$ cat config.mk
export PLATFORM = sky130hd
export DESIGN_NAME = i2c_reg_target
export DESIGN_NICKNAME = d
export VERILOG_FILES = /design/src/rtl/i2c_reg_target.sv
export SDC_FILE = /design/constraint.sdc
export NUM_CORES = 1
export LEC_CHECK = 0
export CAP_MARGIN = 20
export CORE_MARGIN = 2
export CORE_UTILIZATION = 56
export DETAILED_ROUTE_END_ITERATION = 10
export DONT_BUFFER_PORTS = 1
export GPL_TIMING_DRIVEN = 0
export PLACE_DENSITY = 0.68
export SETUP_SLACK_MARGIN = 0.15
export SLEW_MARGIN = 20
export SYNTH_ARGS = -nofsm -noshare
export SYNTH_HDL_FRONTEND = slang
export SYNTH_SLANG_ARGS = --single-unit
$ cat constraint.sdc
create_clock -name clk -period 2.1 [get_ports clk]
set_input_delay 0.105 -clock clk [delete_from_list [all_inputs] [get_ports clk]]
set_output_delay 0.105 -clock clk [all_outputs]
set_load 0.01 [all_outputs]
$ cat src/rtl/i2c_reg_target.sv
// i2c_reg_target
//   I2C target (responder) bridging SDA/SCL pads to a byte-wide register port.
//   Write frame: START, ADDR+W, REG, DATA..., STOP
//   Read frame : START, ADDR+W, REG, rSTART, ADDR+R, DATA..., STOP
//
// Build option: define I2C_AUTOINC_EN to advance reg_addr (mod 256) after
// every data byte, read or write. Without it, burst bytes hit the register
// selected by the REG byte.
//
// Parameters
//   DEV_ADDR     7-bit target address matched after START
//   SYNC_STAGES  flops in each SCL/SDA input synchronizer (>= 2)
// Ports
//   clk        system clock, at least 8x the SCL rate
//   rst        synchronous reset, active-high
//   scl_in     SCL pad input (asynchronous)
//   sda_in     SDA pad input (asynchronous)
//   sda_oe     1 = pull SDA low (pad output data tied to 0)
//   reg_addr   register pointer
//   reg_wdata  write data, valid while reg_we = 1
//   reg_we     one-cycle write strobe
//   reg_re     one-cycle read strobe; reg_rdata is captured in that cycle
//   reg_rdata  read data for reg_addr (combinational from register file)
//   busy       1 from START to STOP
module i2c_reg_target #(
    parameter logic [6:0] DEV_ADDR    = 7'h5A,
    parameter int         SYNC_STAGES = 2
) (
    input  logic       clk,
    input  logic       rst,
    input  logic       scl_in,
    input  logic       sda_in,
    output logic       sda_oe,
    output logic [7:0] reg_addr,
    output logic [7:0] reg_wdata,
    output logic       reg_we,
    output logic       reg_re,
    input  logic [7:0] reg_rdata,
    output logic       busy
);

`ifdef I2C_AUTOINC_EN
    localparam bit AUTOINC = 1'b1;
`else
    localparam bit AUTOINC = 1'b0;
`endif

    typedef enum logic [3:0] {
        IDLE, ADDR, ADDR_ACK, REG, REG_ACK,
        WDATA, WDATA_ACK, RDATA, RDATA_ACK, IGNORE
    } state_t;

    // ------------------------------------------------------------------
    // Input synchronizers plus one history flop for edge detection.
    // Reset to 1 (idle bus level) so leaving reset never fakes an edge.
    // ------------------------------------------------------------------
    logic [SYNC_STAGES-1:0] scl_sync, sda_sync;
    logic                   scl_d, sda_d;
    logic                   scl_s, sda_s;

    assign scl_s = scl_sync[SYNC_STAGES-1];
    assign sda_s = sda_sync[SYNC_STAGES-1];

    // NOTE: clocked state always uses non-blocking (<=) assignments so every
    // flop samples the pre-edge value of its neighbours.
    always_ff @(posedge clk) begin
        if (rst) begin
            scl_sync <= '1;
            sda_sync <= '1;
            scl_d    <= 1'b1;
            sda_d    <= 1'b1;
        end else begin
            scl_sync <= {scl_sync[SYNC_STAGES-2:0], scl_in};
            sda_sync <= {sda_sync[SYNC_STAGES-2:0], sda_in};
            scl_d    <= scl_s;
            sda_d    <= sda_s;
        end
    end

    logic scl_rise, scl_fall, start_det, stop_det;
    assign scl_rise  =  scl_s & ~scl_d;
    assign scl_fall  = ~scl_s &  scl_d;
    // SDA may only move while SCL is high for START/STOP.
    assign start_det =  scl_s & scl_d &  sda_d & ~sda_s;
    assign stop_det  =  scl_s & scl_d & ~sda_d &  sda_s;

    // ------------------------------------------------------------------
    // State register
    // ------------------------------------------------------------------
    state_t     state, state_n;
    logic [3:0] bit_cnt, bit_cnt_n;     // SCL rises seen in the current byte
    logic [7:0] shift, shift_n;
    logic       sda_oe_q, sda_oe_n;
    logic [7:0] reg_addr_q, reg_addr_n;
    logic [7:0] reg_wdata_q, reg_wdata_n;
    logic       reg_we_q, reg_we_n;
    logic       rd_load;                // fetch next read byte this cycle

    always_ff @(posedge clk) begin
        if (rst) begin
            state       <= IDLE;
            bit_cnt     <= '0;
            shift       <= '0;
            sda_oe_q    <= 1'b0;
            reg_addr_q  <= '0;
            reg_wdata_q <= '0;
            reg_we_q    <= 1'b0;
        end else begin
            state       <= state_n;
            bit_cnt     <= bit_cnt_n;
            shift       <= shift_n;
            sda_oe_q    <= sda_oe_n;
            reg_addr_q  <= reg_addr_n;
            reg_wdata_q <= reg_wdata_n;
            reg_we_q    <= reg_we_n;
        end
    end

    // ------------------------------------------------------------------
    // Next-state logic
    // ------------------------------------------------------------------
    // NOTE: every signal written here gets a default first, so no path can
    // leave one unassigned and infer a latch.
    always_comb begin
        state_n     = state;
        bit_cnt_n   = bit_cnt;
        shift_n     = shift;
        sda_oe_n    = sda_oe_q;
        reg_addr_n  = reg_addr_q;
        reg_wdata_n = reg_wdata_q;
        reg_we_n    = 1'b0;
        rd_load     = 1'b0;

        // Write pointer advances the cycle after the strobe, so the
        // register file sees the pre-increment address with reg_we.
        if (AUTOINC && reg_we_q) reg_addr_n = reg_addr_q + 8'd1;

        if (start_det) begin
            state_n   = ADDR;
            bit_cnt_n = '0;
            sda_oe_n  = 1'b0;
        end else if (stop_det) begin
            state_n   = IDLE;
            bit_cnt_n = '0;
            sda_oe_n  = 1'b0;
        end else begin
            unique case (state)
                ADDR, REG, WDATA: begin
                    if (scl_rise && bit_cnt < 4'd8) begin
                        shift_n   = {shift[6:0], sda_s};
                        bit_cnt_n = bit_cnt + 4'd1;
                        if (state == WDATA && bit_cnt == 4'd7) begin
                            reg_wdata_n = {shift[6:0], sda_s};
                            reg_we_n    = 1'b1;
                        end
                    end else if (scl_fall && bit_cnt == 4'd8) begin
                        // Byte complete: this fall opens the 9th (ACK) clock.
                        bit_cnt_n = '0;
                        if (state == ADDR) begin
                            if (shift[7:1] == DEV_ADDR) begin
                                state_n  = ADDR_ACK;
                                sda_oe_n = 1'b1;
                            end else begin
                                state_n  = IGNORE;
                            end
                        end else if (state == REG) begin
                            reg_addr_n = shift;
                            state_n    = REG_ACK;
                            sda_oe_n   = 1'b1;
                        end else begin
                            state_n    = WDATA_ACK;
                            sda_oe_n   = 1'b1;
                        end
                    end
                end
                ADDR_ACK: begin
                    // First fall after entry ends the ACK clock.
                    if (scl_fall) begin
                        sda_oe_n = 1'b0;
                        if (shift[0]) rd_load = 1'b1;
                        else          state_n = REG;
                    end
                end
                REG_ACK, WDATA_ACK: begin
                    if (scl_fall) begin
                        sda_oe_n = 1'b0;
                        state_n  = WDATA;
                    end
                end
                RDATA: begin
                    if (scl_rise && bit_cnt < 4'd8) begin
                        bit_cnt_n = bit_cnt + 4'd1;
                    end else if (scl_fall && bit_cnt == 4'd8) begin
                        sda_oe_n  = 1'b0;
                        bit_cnt_n = '0;
                        state_n   = RDATA_ACK;
                        if (AUTOINC) reg_addr_n = reg_addr_q + 8'd1;
                    end else if (scl_fall && bit_cnt != 4'd0) begin
                        shift_n  = {shift[6:0], 1'b0};
                        sda_oe_n = ~shift[6];
                    end
                end
                RDATA_ACK: begin
                    // bit_cnt != 0 records that the master ACKed on the rise.
                    if (scl_rise) begin
                        if (sda_s) state_n   = IGNORE;
                        else       bit_cnt_n = 4'd1;
                    end else if (scl_fall && bit_cnt != 4'd0) begin
                        rd_load = 1'b1;
                    end
                end
                default: ;  // IDLE, IGNORE: wait for START/STOP
            endcase

            // Read fetch: capture the byte and put its MSB on the bus at once.
            if (rd_load) begin
                state_n   = RDATA;
                shift_n   = reg_rdata;
                sda_oe_n  = ~reg_rdata[7];
                bit_cnt_n = '0;
            end
        end
    end

    // ------------------------------------------------------------------
    // Outputs
    // ------------------------------------------------------------------
    always_comb begin
        sda_oe    = sda_oe_q;
        reg_addr  = reg_addr_q;
        reg_wdata = reg_wdata_q;
        reg_we    = reg_we_q;
        // Combinational so reg_rdata is captured in the same cycle as the strobe.
        reg_re    = rd_load & ~rst;
        busy      = (state != IDLE);
    end

endmodule

Word level (Yosys, flattened, before mapping). Index checks and enable logic that the tools add are counted.

Flip-flop bits (word level): 40. Bits of input ports: 12. Output and inout port bits: 20. Word-level logic and storage cells: 155.

$add $sub $neg: 1. Order comparisons: 1. Equal/unequal tests: 46. Multiplexer cells: 47. Bitwise logic cells: 20. Reductions and logical operators: 27.

Operator list (count): $mux 4 (15); $ne 5x5->1 const B (9); $mux 8 (5); $ne 3x3->1 const B (12); $reduce_and 10->1 (3); $reduce_and 7->1 (3); $eq 4x3->1 const B (5); $mux 1 (20); $ne 2x2->1 const B (10); $pmux 4 s5 (1); $pmux 8 s2 (1); $not 1->1 (12); $reduce_bool 4->1 (3); $reduce_or 3->1 (3); $and 1x1->1 (8); $eq 4x2->1 const B (2); $eq 4x4->1 const B (2); $ne 4x4->1 const B (2); $pmux 4 s2 (1); $reduce_bool 8->1 (1); $reduce_or 4->1 (2); $eq 7x7->1 const B (1); $ne 3x1->1 const B (2); $reduce_bool 6->1 (1); other kinds (15) (18).

Depth between registers and ports, before layout. Gate-level depths: netlist of the first run.

Depth in word-level cells: 11. Depth in mapped cells: 9. Gate-level depth less buffers: 7.

Worst setup path after synthesis of the first run. OpenSTA, ideal clock, no wires.

Path kind: reg-to-reg. Start point: register bit_cnt[0]. End point: register shift[2]. Library setup time: 0.136 ns. Arrival time: 1.738 ns. Required time: 1.964 ns. Setup slack: 0.226 ns. Stages on the path, launching flop included: 10. Buffers on the path: 2. Clock period less this slack: 1.874 ns. Path through: dfxtp_1 inv_1 ha_1 nor3b_2 o32ai_2 a21bo_1 buf_4 and2_1 buf_6 a211oi_2.

Longest elaborated chain between the ends: 9. Elaborated cells between the ends (all ways): 18. Classes of those cells: 1 x order compare; 5 x eq/ne; 6 x mux; 6 x reduce/logical.

Ends and longest elaborated chain: start: declaration (RTL line 91) `logic [3:0] bit_cnt, bit_cnt_n;`; start signal: assignment (RTL line 110) `bit_cnt <= bit_cnt_n;`; $reduce_bool 4->1 (RTL line 198, 208); $logic_and 1x1->1 (RTL line 198, 208); $mux 1 (RTL line 208) `end else if (scl_fall && bit_cnt != 4'd0) begin`; $mux 1 (RTL line 205) `if (scl_rise) begin`; $pmux 1 s2 (RTL line 147) `unique case (state)`; $mux 1 (RTL line 142) `end else if (stop_det) begin`; $mux 1 (RTL line 138) `if (start_det) begin`; $ne 3x3->1 (no line) / $reduce_bool 3->1 (equally long branches); $reduce_and 7->1 (no line); end signal: assignment (RTL line 111) `shift <= shift_n;`; end: declaration (RTL line 92) `logic [7:0] shift, shift_n;`.

Parallel ways exist; a longest one is shown, timed or not. The select of a mux whose other input is x is not followed. A chain may end at the register's enable or synchronous reset.

Final worst setup path of the first run.
Start point: register bit_cnt[0]. End point: register shift[0].

Same word-level chain as after synthesis.

==> summary.log, run 1 <==
[sta] clock period minus final worst setup slack 1910 ps
[logic_synthesis] Avg Cell Area, Syn 9.21 um^2
[finish] number of fill cells 299
[logic_synthesis] Seq/Total Area, Yosys 37.2%
[route] DRC 0
[critical_path] endpoint kind of the worst setup timing path register
[power] Gate power share 5.1%
[logic_synthesis] XOR/XNOR share of the synthesized area 0.813%
[cts] clock buffers created by TritonCTS 5
[cts] clock tree from TritonCTS built
[critical_path] Critical Path Fanout Max 8
[logic_synthesis] share of synthesized area spent on multiplexers 11.6%
[status] outcome completed
[cts] count of clock tree sinks 40
[cts] master cell of the clock root buffer sky130_fd_sc_hd__clkbuf_8
[global_routing] vias in the first global route 1761
[floorplan] FP Rows 22
[cts] number of buffers on the longest clock path 2
[logic_synthesis] yosys warns 0
[placed_design] input/output buffers 0
[logic_synthesis] simple-gate area share of the yosys netlist 23.9%
[finish] post-layout net count 268
[finish] layout-stage area growth over the synthesis result 17.5%
[route] average wire per standard cell 18.3 um
[sta] portion of the clock cycle consumed by the worst path in the final layout 90.8%
[critical_path] launching instance or port of the critical path bit_cnt[0]$_SDFFE_PP0P_
[placed_design] routability cong. 0.883
[floorplan] effective utilization at floorplan 58.4%
[logic_synthesis] compound-cell area share of the yosys netlist 21.1%
[logic_synthesis] Mapped Area 2150 um^2
[power] Total Power 1530 uW
[sta] tightest slew margin relative to the limit 59.9%
[logic_synthesis] cell count after synthesis 234
[power] P_int 1190 uW
[global_routing] first-pass GRT wire length 8960 um
[flow_run] count of maximum capacitance violations 0
[critical_path] Top delay family on crit path compound AO/OA/AOI/OAI gates
[critical_path] reg2reg setup slack 190 ps
[floorplan] Total Die Area 4360 um^2
[floorplan] height of the die 66.0 um
[worst_hold_path] startpoint of the worst hold path reg_rdata[7]
[critical_path] Reg2Reg Launch Point bit_cnt[0]$_SDFFE_PP0P_
[sta] hold violation count in the final report 0
[power] net load switching power 345 uW
[global_routing] antenna violations before repair 0
[critical_path] startpoint type of the worst setup path register
[cts] clock latency reported for the late side of the worst-skew pair 300 ps
[route] via-per-instance ratio 6.22
[placed_design] detailed placer's ending HPWL 3860 um
[finish] number of non-filler instances in the completed layout 303
[critical_path] crit-path max cell delay 330 ps
[route] drt first pass iters 4
[route] initial drt markers 152
[sta] transition time at the pin with the least slew margin 600 ps
[sta] number of failing setup endpoints in the final timing report 0
[power] Max IR drop VDD 0.539 mV
[logic_synthesis] flip-flop and latch count after synthesis 40
[logic_synthesis] dominant combinational cell family by area after synthesis simple AND/OR/NAND/NOR gates
[floorplan] die outline width 66.0 um
[logic_synthesis] Synth Net Count 248
[cts] clock-pin slew on the worst setup and hold paths 80 ps
[route] number of routed nets with antenna violations 0
[global_routing] aggregate global-route resource usage 27.2%
[sta] top achievable clock speed 524 MHz
[sta] final worst setup slack 193 ps
[placed_design] Post-Place Cell Area 2210 um^2
[critical_path] Worst Path Required 2320 ps
[finish] share of layout cells above drive strength 1 26.3%
[route] Via Count 1886
[global_routing] maximum number of pins on one net before global-route repair 14
[critical_path] cell-by-cell trace of the critical path inv_2 -> ha_4 -> nor3b_4 -> o32ai_4 -> buf_4 -> a21bo_1 -> buf_6 -> and2_4 -> buf_8 -> a211oi_2
[power] power share of the clock group 44.2%
[sta] final slew viol count 0
[global_routing] global-route congestion overflow total 0
[critical_path] highest-delay cell along the critical path sky130_fd_sc_hd__dfxtp_2
[cts] H-tree lvl count 2
[critical_path] WP data arrival 2120 ps
[logic_synthesis] number of distinct library cell variants in the gate-level netlist after synthesis 54
[placed_design] total instance count after detailed placement 282
[worst_hold_path] Tightest Hold Check Type input port to register
[finish] count of antenna diodes in the layout 0
[floorplan] top-level port count 32
[power] share of total power in sequential cells 50.7%
[sta] Final TNS setup 0 ps
[floorplan] placeable core region 3690 um^2
[critical_path] Worst Path Class, Setup register to register
[placed_design] worst slack at placement 11.1 ps
[finish] final design area excluding fillers 2530 um^2
[power] reported leakage power 0.00112 uW
[logic_synthesis] adder and majority cell fraction of the synthesized area 1.16%
[power] power density over the cells 604 nW/um^2
[power] net switching share of the total power 22.5%
[sta] setup repair after global routing missed its margin yes
[route] overall routed net length 5530 um
[critical_path] number of buffers and inverters on the critical path 4
[sta] Clock Skew 8.53 ps
-- power by group through the flow --
stage	logic (uW)	registers [uW]	clock network (uW)
final	77.3	776	677
after global routing	83.4	778	710
after CTS	73.7	776	680
after detailed placement	67.5	793	0
after global placement	65.8	793	0
after floorplan	53.5	790	0
-- cell type report --
class	instances	area, um^2	share of cell area (%)
tap	48	60.1	2.37
timing repair buffer	13	103	4.05
buffer	13	85.1	3.36
multi-input combinational	176	1340	52.9
clock inverter	2	38.8	1.53
clock buffer	6	82.6	3.26
inverter	5	18.8	0.741
sequential	40	806	31.8
-- routing by layer --
metal	routed length (um)	vias to the layer above	GRT usage, %
met1	2460	896	37.6
li1	-	896	-
met4	141	0	9.44
met5	0	-	0
met2	2530	78	40.7
met3	398	16	7.84
-- flip-flops by register name, indices dropped and copies added (netlist names) --
signal and cells:
reg_wdata 8, reg_addr 8, shift 8, state 4, scl_sync 2, sda_oe 1
sda_d 1, scl_d 1, sda_sync 2, reg_we 1, bit_cnt 4
-- worst reg2reg max path, delay by kind of cell (launching register included) --
| family | cells | cell delay (ps) |
|---|---|---|
| buf+inv | 4 | 490 |
| simple gates | 2 | 350 |
| fa+ha+maj | 1 | 130 |
| compound gates | 3 | 520 |
| flops | 1 | 330 |
-- path summary, 6_finish.rpt --
kind | end | cells past startpoint
max | shift[0]$_SDFFE_PP0P_ | 10
min | sda_oe$_SDFFE_PP0P_ | 2
max reg2reg | shift[0]$_SDFFE_PP0P_ | 10
min reg2reg | sda_sync[1]$_SDFF_PP1_ | 1
-- cells by family after synthesis --
| logic type | Yosys count |
|---|---|
| simple gates | 88 |
| xor+xnor | 2 |
| compound gates | 59 |
| buf+inv | 18 |
| fa+ha+maj | 2 |
| mux | 25 |
| flops | 40 |
-- through the flow --
stage          hold WS [ps]  utilization (%)
2_1_floorplan           209                -
5_1_grt                41.0             68.7
3_3_place_gp            212             60.0
6_report               31.0             68.7
4_1_cts                31.9             66.8
3_5_place_dp            212             60.0
-- synthesized netlist by cell type, drive strengths merged --
cell type / n / share of area [%]
a2111oi: 1 / 0.46
a211oi: 11 / 5.9
a21bo: 1 / 0.46
a21boi: 2 / 0.70
a21oi: 17 / 3.9
a221oi: 1 / 0.41
a22oi: 3 / 1.0
a31oi: 4 / 1.2
a32oi: 2 / 1.2
and2: 4 / 1.2
and2b: 2 / 0.70
and3: 2 / 0.58
and3b: 1 / 0.46
and4bb: 1 / 0.58
buf: 7 / 2.3
clkbuf: 6 / 1.0
dfxtp: 40 / 37
ha: 2 / 1.2
inv: 5 / 0.87
mux2i: 25 / 12
nand2: 10 / 2.1
nand2b: 7 / 2.1
nand3: 3 / 0.70
nand3b: 1 / 0.35
nand4: 3 / 1.2
nand4b: 3 / 1.2
nor2: 33 / 5.7
nor3: 4 / 1.5
nor3b: 3 / 1.5
nor4b: 3 / 1.5
o211ai: 1 / 0.35
o21a: 1 / 0.35
o21ai: 6 / 1.4
o22ai: 2 / 0.58
o2bb2ai: 1 / 0.41
o311ai: 1 / 0.41
o31ai: 2 / 0.70
o32ai: 1 / 0.76
o41a: 1 / 0.52
o41ai: 1 / 0.41
or2: 7 / 2.0
or4b: 1 / 0.46
xnor2: 2 / 0.81
-- cells in the final DEF, fill, tap and decap left out, types with 4 or more instances in the layout --
cell                       Yosys  routed
sky130_fd_sc_hd__dfxtp_1      40      36
sky130_fd_sc_hd__nor2_1       33      33
sky130_fd_sc_hd__mux2i_1      25      25
sky130_fd_sc_hd__a21oi_1      17      17
sky130_fd_sc_hd__buf_4         1      11
sky130_fd_sc_hd__a211oi_2      9       9
sky130_fd_sc_hd__nand2_1       9       8
sky130_fd_sc_hd__or2_2         7       7
sky130_fd_sc_hd__nand2b_1      6       6
sky130_fd_sc_hd__clkbuf_8      0       6
sky130_fd_sc_hd__clkbuf_1      6       5
sky130_fd_sc_hd__o21ai_0       5       5
sky130_fd_sc_hd__buf_2         4       4
sky130_fd_sc_hd__a31oi_1       4       4
sky130_fd_sc_hd__dfxtp_2       0       4
-- repair_timing --
item | 4_1_cts | 5_1_grt
buffers inserted | 7 | 4
hold endpoints to repair | 2 | 0
resized for setup | 11 | 13
pin swaps | 2 | 8
hold buffers | 2 | 0
setup endpoints to repair | 17 | 31
Note: power is estimated with default switching activity, not from simulation.
==> inputs of run 2 (changes only) <==
--- a/config.mk
+++ b/config.mk
@@ -5,6 +5,7 @@
 export SDC_FILE = /design/constraint.sdc
 export NUM_CORES = 1
 export LEC_CHECK = 0
+export ABC_AREA = 1
 export CAP_MARGIN = 20
 export CORE_MARGIN = 2
 export CORE_UTILIZATION = 56
==> run 2 against run 1 <==
  * Fmax is 7.9% higher
  * Clock skew is 2.4 ps lower
  * Global-route usage is 0.95 points lower
  * Routed wire length is 5.7% lower
  * Non-clock buffer count is 15 lower
  * Critical path depth is 1 lower
  * Register-to-register slack better by 140 ps
  * First-iteration DRC count is 3.9% lower
  * Setup slack better by 140 ps
  * Critical endpoint is now shift[6]$_SDFFE_PP0P_
  * Largest cell class unchanged
==> summary.log, run 2 <==
[status] outcome completed
[critical_path] Critical Path Fanout Max 10 [+2]
[route] number of routed nets with antenna violations 0 [unchanged]
[logic_synthesis] Avg Cell Area, Syn 6.57 um^2 [-29%]
[cts] clock buffers created by TritonCTS 5 [unchanged]
[sta] setup repair after global routing missed its margin no
[critical_path] CP most frequent cell sky130_fd_sc_hd__nand2_1
[finish] number of fill cells 353 [+18%]
[finish] count of antenna diodes in the layout 0 [unchanged]
[floorplan] Total Die Area 4270 um^2 [-2.0%]
[sta] portion of the clock cycle consumed by the worst path in the final layout 84.1% [-6.7 points]
[critical_path] Worst Path Required 2300 ps [-20 ps]
[critical_path] startpoint type of the worst setup path register
[power] reported leakage power 0.00112 uW [+0.53%]
[cts] clock latency reported for the late side of the worst-skew pair 300 ps [about the same]
[logic_synthesis] flip-flop and latch count after synthesis 40 [unchanged]
[critical_path] Worst Path Class, Setup register to register
[logic_synthesis] top cell type by total area after synthesis sky130_fd_sc_hd__dfxtp_1
[floorplan] top-level port count 32 [unchanged]
[cts] H-tree lvl count 2 [unchanged]
[logic_synthesis] XOR/XNOR share of the synthesized area 0% [-0.81 points]
[logic_synthesis] Synth Flop Type sky130_fd_sc_hd__dfxtp_1
[logic_synthesis] top cell type's share of synthesized area 38.0% [+0.82 points]
[logic_synthesis] Mapped Area 2110 um^2 [-2.1%]
[global_routing] aggregate global-route resource usage 26.3% [-0.95 points]
[logic_synthesis] number of distinct library cell variants in the gate-level netlist after synthesis 27 [-50%]
[placed_design] routability cong. 0.950 [+7.6%]
[floorplan] effective utilization at floorplan 58.0% [-0.39 points]
[power] share of total power in sequential cells 31.6% [-19 points]
[finish] post-layout net count 346 [+29%]
[sta] top achievable clock speed 566 MHz [+7.9%]
[logic_synthesis] most used standard cell by instance count after synthesis sky130_fd_sc_hd__nand2_1
[sta] final worst setup slack 334 ps [+140 ps]
[route] Via Count 2031 [+7.7%]
[flow_run] count of maximum capacitance violations 0 [unchanged]
[cts] count of clock tree sinks 40 [unchanged]
[global_routing] global-route congestion overflow total 0 [unchanged]
[logic_synthesis] cell count after synthesis 321 [+37%]
[logic_synthesis] Seq/Total Area, Yosys 38.0% [+0.82 points]
[global_routing] first-pass GRT wire length 8550 um [-4.5%]
[sta] worst hold-check slack 62.1 ps [+31.2 ps]
[power] Max IR drop VDD 0.708 mV [+31%]
[critical_path] endpoint of the worst-slack reg-to-reg timing path shift[6]$_SDFFE_PP0P_
[critical_path] Reg2Reg Launch Point state[0]$_SDFFE_PP0P_
[cts] number of buffers on the longest clock path 2 [unchanged]
[critical_path] reg2reg setup slack 330 ps [+140 ps]
[power] net load switching power 1380 uW [+300%]
[global_routing] maximum number of pins on one net before global-route repair 14 [unchanged]
[sta] clock period minus final worst setup slack 1770 ps [-140 ps]
[cts] clock tree from TritonCTS built
[critical_path] depth of the worst register-to-register path 9 [-1]
[power] net switching share of the total power 44.3% [+22 points]
[sta] number of failing setup endpoints in the final timing report 0 [unchanged]
[power] P_int 1730 uW [+46%]
[floorplan] FP Rows 22 [unchanged]
[critical_path] endpoint kind of the worst setup timing path register
[sta] transition time at the pin with the least slew margin 467 ps [-133 ps]
[finish] share of layout cells above drive strength 1 11.4% [-15 points]
[worst_hold_path] Tightest Hold Check Type input port to register
[power] power density over the cells 1340 nW/um^2 [+120%]
[logic_synthesis] yosys warns 0 [unchanged]
[critical_path] WP data arrival 1960 ps [-160 ps]
[global_routing] antenna violations before repair 0 [unchanged]
[sta] tightest slew margin relative to the limit 68.9% [+9.0 points]
[route] overall routed net length 5220 um [-5.7%]
[logic_synthesis] simple-gate area share of the yosys netlist 38.3% [+14 points]
[logic_synthesis] share of synthesized registers carrying an async set or reset 0% [unchanged]
[logic_synthesis] adder and majority cell fraction of the synthesized area 1.19% [+0.026 points]
[route] drt first pass iters 4 [unchanged]
[cts] master cell of the clock root buffer sky130_fd_sc_hd__clkbuf_8
[placed_design] input/output buffers 0 [unchanged]
[logic_synthesis] number of enable-type register cells in the synthesized netlist 0 [unchanged]
[route] initial drt markers 146 [-3.9%]
[cts] clock-pin slew on the worst setup and hold paths 80 ps [about the same]
[critical_path] highest-delay cell along the critical path sky130_fd_sc_hd__dfxtp_1
[logic_synthesis] Synth Net Count 335 [+35%]
[worst_hold_path] end point of the most critical hold path shift[1]$_SDFFE_PP0P_
[floorplan] placeable core region 3630 um^2 [-1.5%]
[global_routing] vias in the first global route 1800 [+2.2%]
[placed_design] worst slack at placement 291 ps [+280 ps]
[logic_synthesis] most instantiated cells after synthesis sky130_fd_sc_hd__nand2_1 (90), sky130_fd_sc_hd__nor2_1 (43), sky130_fd_sc_hd__dfxtp_1 (40)
[power] Total Power 3110 uW [+100%]
[critical_path] cell-by-cell trace of the critical path nand2_1 -> nor2_2 -> nand2_1 -> nand3_1 -> nand3b_4 -> buf_6 -> nand2_1 -> nand2_1 -> nor2_1
[route] via-per-instance ratio 5.33 [-14%]
[route] average wire per standard cell 13.7 um [-25%]
[sta] Final TNS setup 0 ps [unchanged]
[floorplan] die outline width 65.4 um [-1.0%]
[placed_design] detailed placer's ending HPWL 3790 um [-1.7%]
[power] power share of the clock group 20.2% [-24 points]
[floorplan] height of the die 65.4 um [-1.0%]
[logic_synthesis] share of synthesized area spent on multiplexers 0% [-12 points]
[finish] layout-stage area growth over the synthesis result 10.0%
[worst_hold_path] startpoint of the worst hold path reg_rdata[1]
[worst_hold_path] Hold Crit Depth 4 [+2]
[sta] hold violation count in the final report 0 [unchanged]
[logic_synthesis] compound-cell area share of the yosys netlist 14.3% [-6.8 points]
[sta] final slew viol count 0 [unchanged]
[logic_synthesis] dominant combinational cell family by area after synthesis simple AND/OR/NAND/NOR gates
[logic_synthesis] cells taking the most area after synthesis sky130_fd_sc_hd__dfxtp_1 (38%), sky130_fd_sc_hd__nand2_1 (16%), sky130_fd_sc_hd__nor2_1 (7.7%), sky130_fd_sc_hd__o21ai_0 (6.9%), sky130_fd_sc_hd__inv_1 (5.9%)
[sta] Clock Skew 6.18 ps [-2.35 ps]
[route] DRC 0 [unchanged]
[finish] highest-count cells in the layout ignoring fill and taps sky130_fd_sc_hd__nand2_1 (90), sky130_fd_sc_hd__nor2_1 (41), sky130_fd_sc_hd__dfxtp_1 (40), sky130_fd_sc_hd__inv_1 (33), sky130_fd_sc_hd__o21ai_0 (29)
[placed_design] total instance count after detailed placement 369 [+31%]
[power] Gate power share 48.2% [+43 points]
[critical_path] crit-path max cell delay 490 ps [+160 ps]
[finish] leading cell type in the layout, fill and taps excluded sky130_fd_sc_hd__nand2_1
[finish] number of non-filler instances in the completed layout 381 [+26%]
run 2: changes by cell type in the layout (fill, tap and decap cells not counted), moves of 6 or more:
cell	delta
sky130_fd_sc_hd__a211oi_2	-9
sky130_fd_sc_hd__mux2i_1	-25
sky130_fd_sc_hd__buf_4	-7
sky130_fd_sc_hd__nor2_2	+7
sky130_fd_sc_hd__nand3_1	+20
sky130_fd_sc_hd__o21ai_0	+24
sky130_fd_sc_hd__nand2b_1	-6
sky130_fd_sc_hd__nor2_1	+8
sky130_fd_sc_hd__inv_1	+30
sky130_fd_sc_hd__nand2_1	+82
run 2: timing repair:
action                     in CTS  in global routing
setup buffers                   0                  2
gates resized for setup         0                  2
setup endpoints to repair       0                  7
hold buffers                    2                  0
hold endpoints to repair        2                  0
run 2: worst max-delay path by stage:
| stage | startpoint | to | slack, ps | cells past startpoint |
|---|---|---|---|---|
| after floorplan | bit_cnt[0]$_SDFFE_PP0P_ | shift[3]$_SDFFE_PP0P_ | 500 | 11 |
| after CTS | bit_cnt[0]$_SDFFE_PP0P_ | shift[6]$_SDFFE_PP0P_ | 270 | 12 |
| after global placement | bit_cnt[0]$_SDFFE_PP0P_ | shift[6]$_SDFFE_PP0P_ | 290 | 12 |
| final | state[0]$_SDFFE_PP0P_ | shift[6]$_SDFFE_PP0P_ | 330 | 9 |
| after detailed placement | bit_cnt[0]$_SDFFE_PP0P_ | shift[6]$_SDFFE_PP0P_ | 290 | 12 |
| after global routing | bit_cnt[0]$_SDFFE_PP0P_ | shift[0]$_SDFFE_PP0P_ | 160 | 12 |
run 2: metal layers:
metal  track usage (%)  up-vias  wire [um]
li1                  -     1049          -
met1              33.9      940       2410
met2              43.5       34       2530
met3              5.82        8        192
met4              8.85        0         87
met5                 0        -          0
run 2: area by class of cell:
cell class	count	area [um^2]	area share [%]
repair buffers	4	35.0	1.51
well taps	48	60.1	2.59
clock inverters	3	42.5	1.83
inverters	35	131	5.66
multi-input cells	239	1140	49.1
flip-flops and latches	40	801	34.5
plain buffers	7	42.5	1.83
clock buffers	5	68.8	2.97
run 2: cells by family (layout without fill, tap and decap cells):
| kind of cell | Yosys count | count (layout) |
|---|---|---|
| and+or+nand+nor | 180 | 180 |
| AOI/OAI and AO/OA | 57 | 57 |
| buffers and inverters | 42 | 54 |
| DFF | 40 | 40 |
| adders and majority gates | 2 | 2 |
run 2: worst max-delay path: cells and delay by family, from the launching register on:
family	cells	cell delay (ps)
AND/OR/NAND/NOR	8	1020
flip-flops	1	490
buffers and inverters	1	150
run 2: power by group through the flow:
stage	Clock, uW	Combinational (uW)	Sequential [uW]
floorplan	0	1190	973
CTS	647	1470	981
finish	630	1500	982
global placement	0	1440	999
detailed placement	0	1450	999
global route	676	1710	1010
run 2: stage by stage:
| step | util, % | instance area, um^2 |
|---|---|---|
| final | 63.8 | 2320 |
| after global routing | 63.8 | 2320 |
| after floorplan | - | 2110 |
| after global placement | 59.7 | 2170 |
| after CTS | 63.3 | 2300 |
| after detailed placement | 59.7 | 2170 |
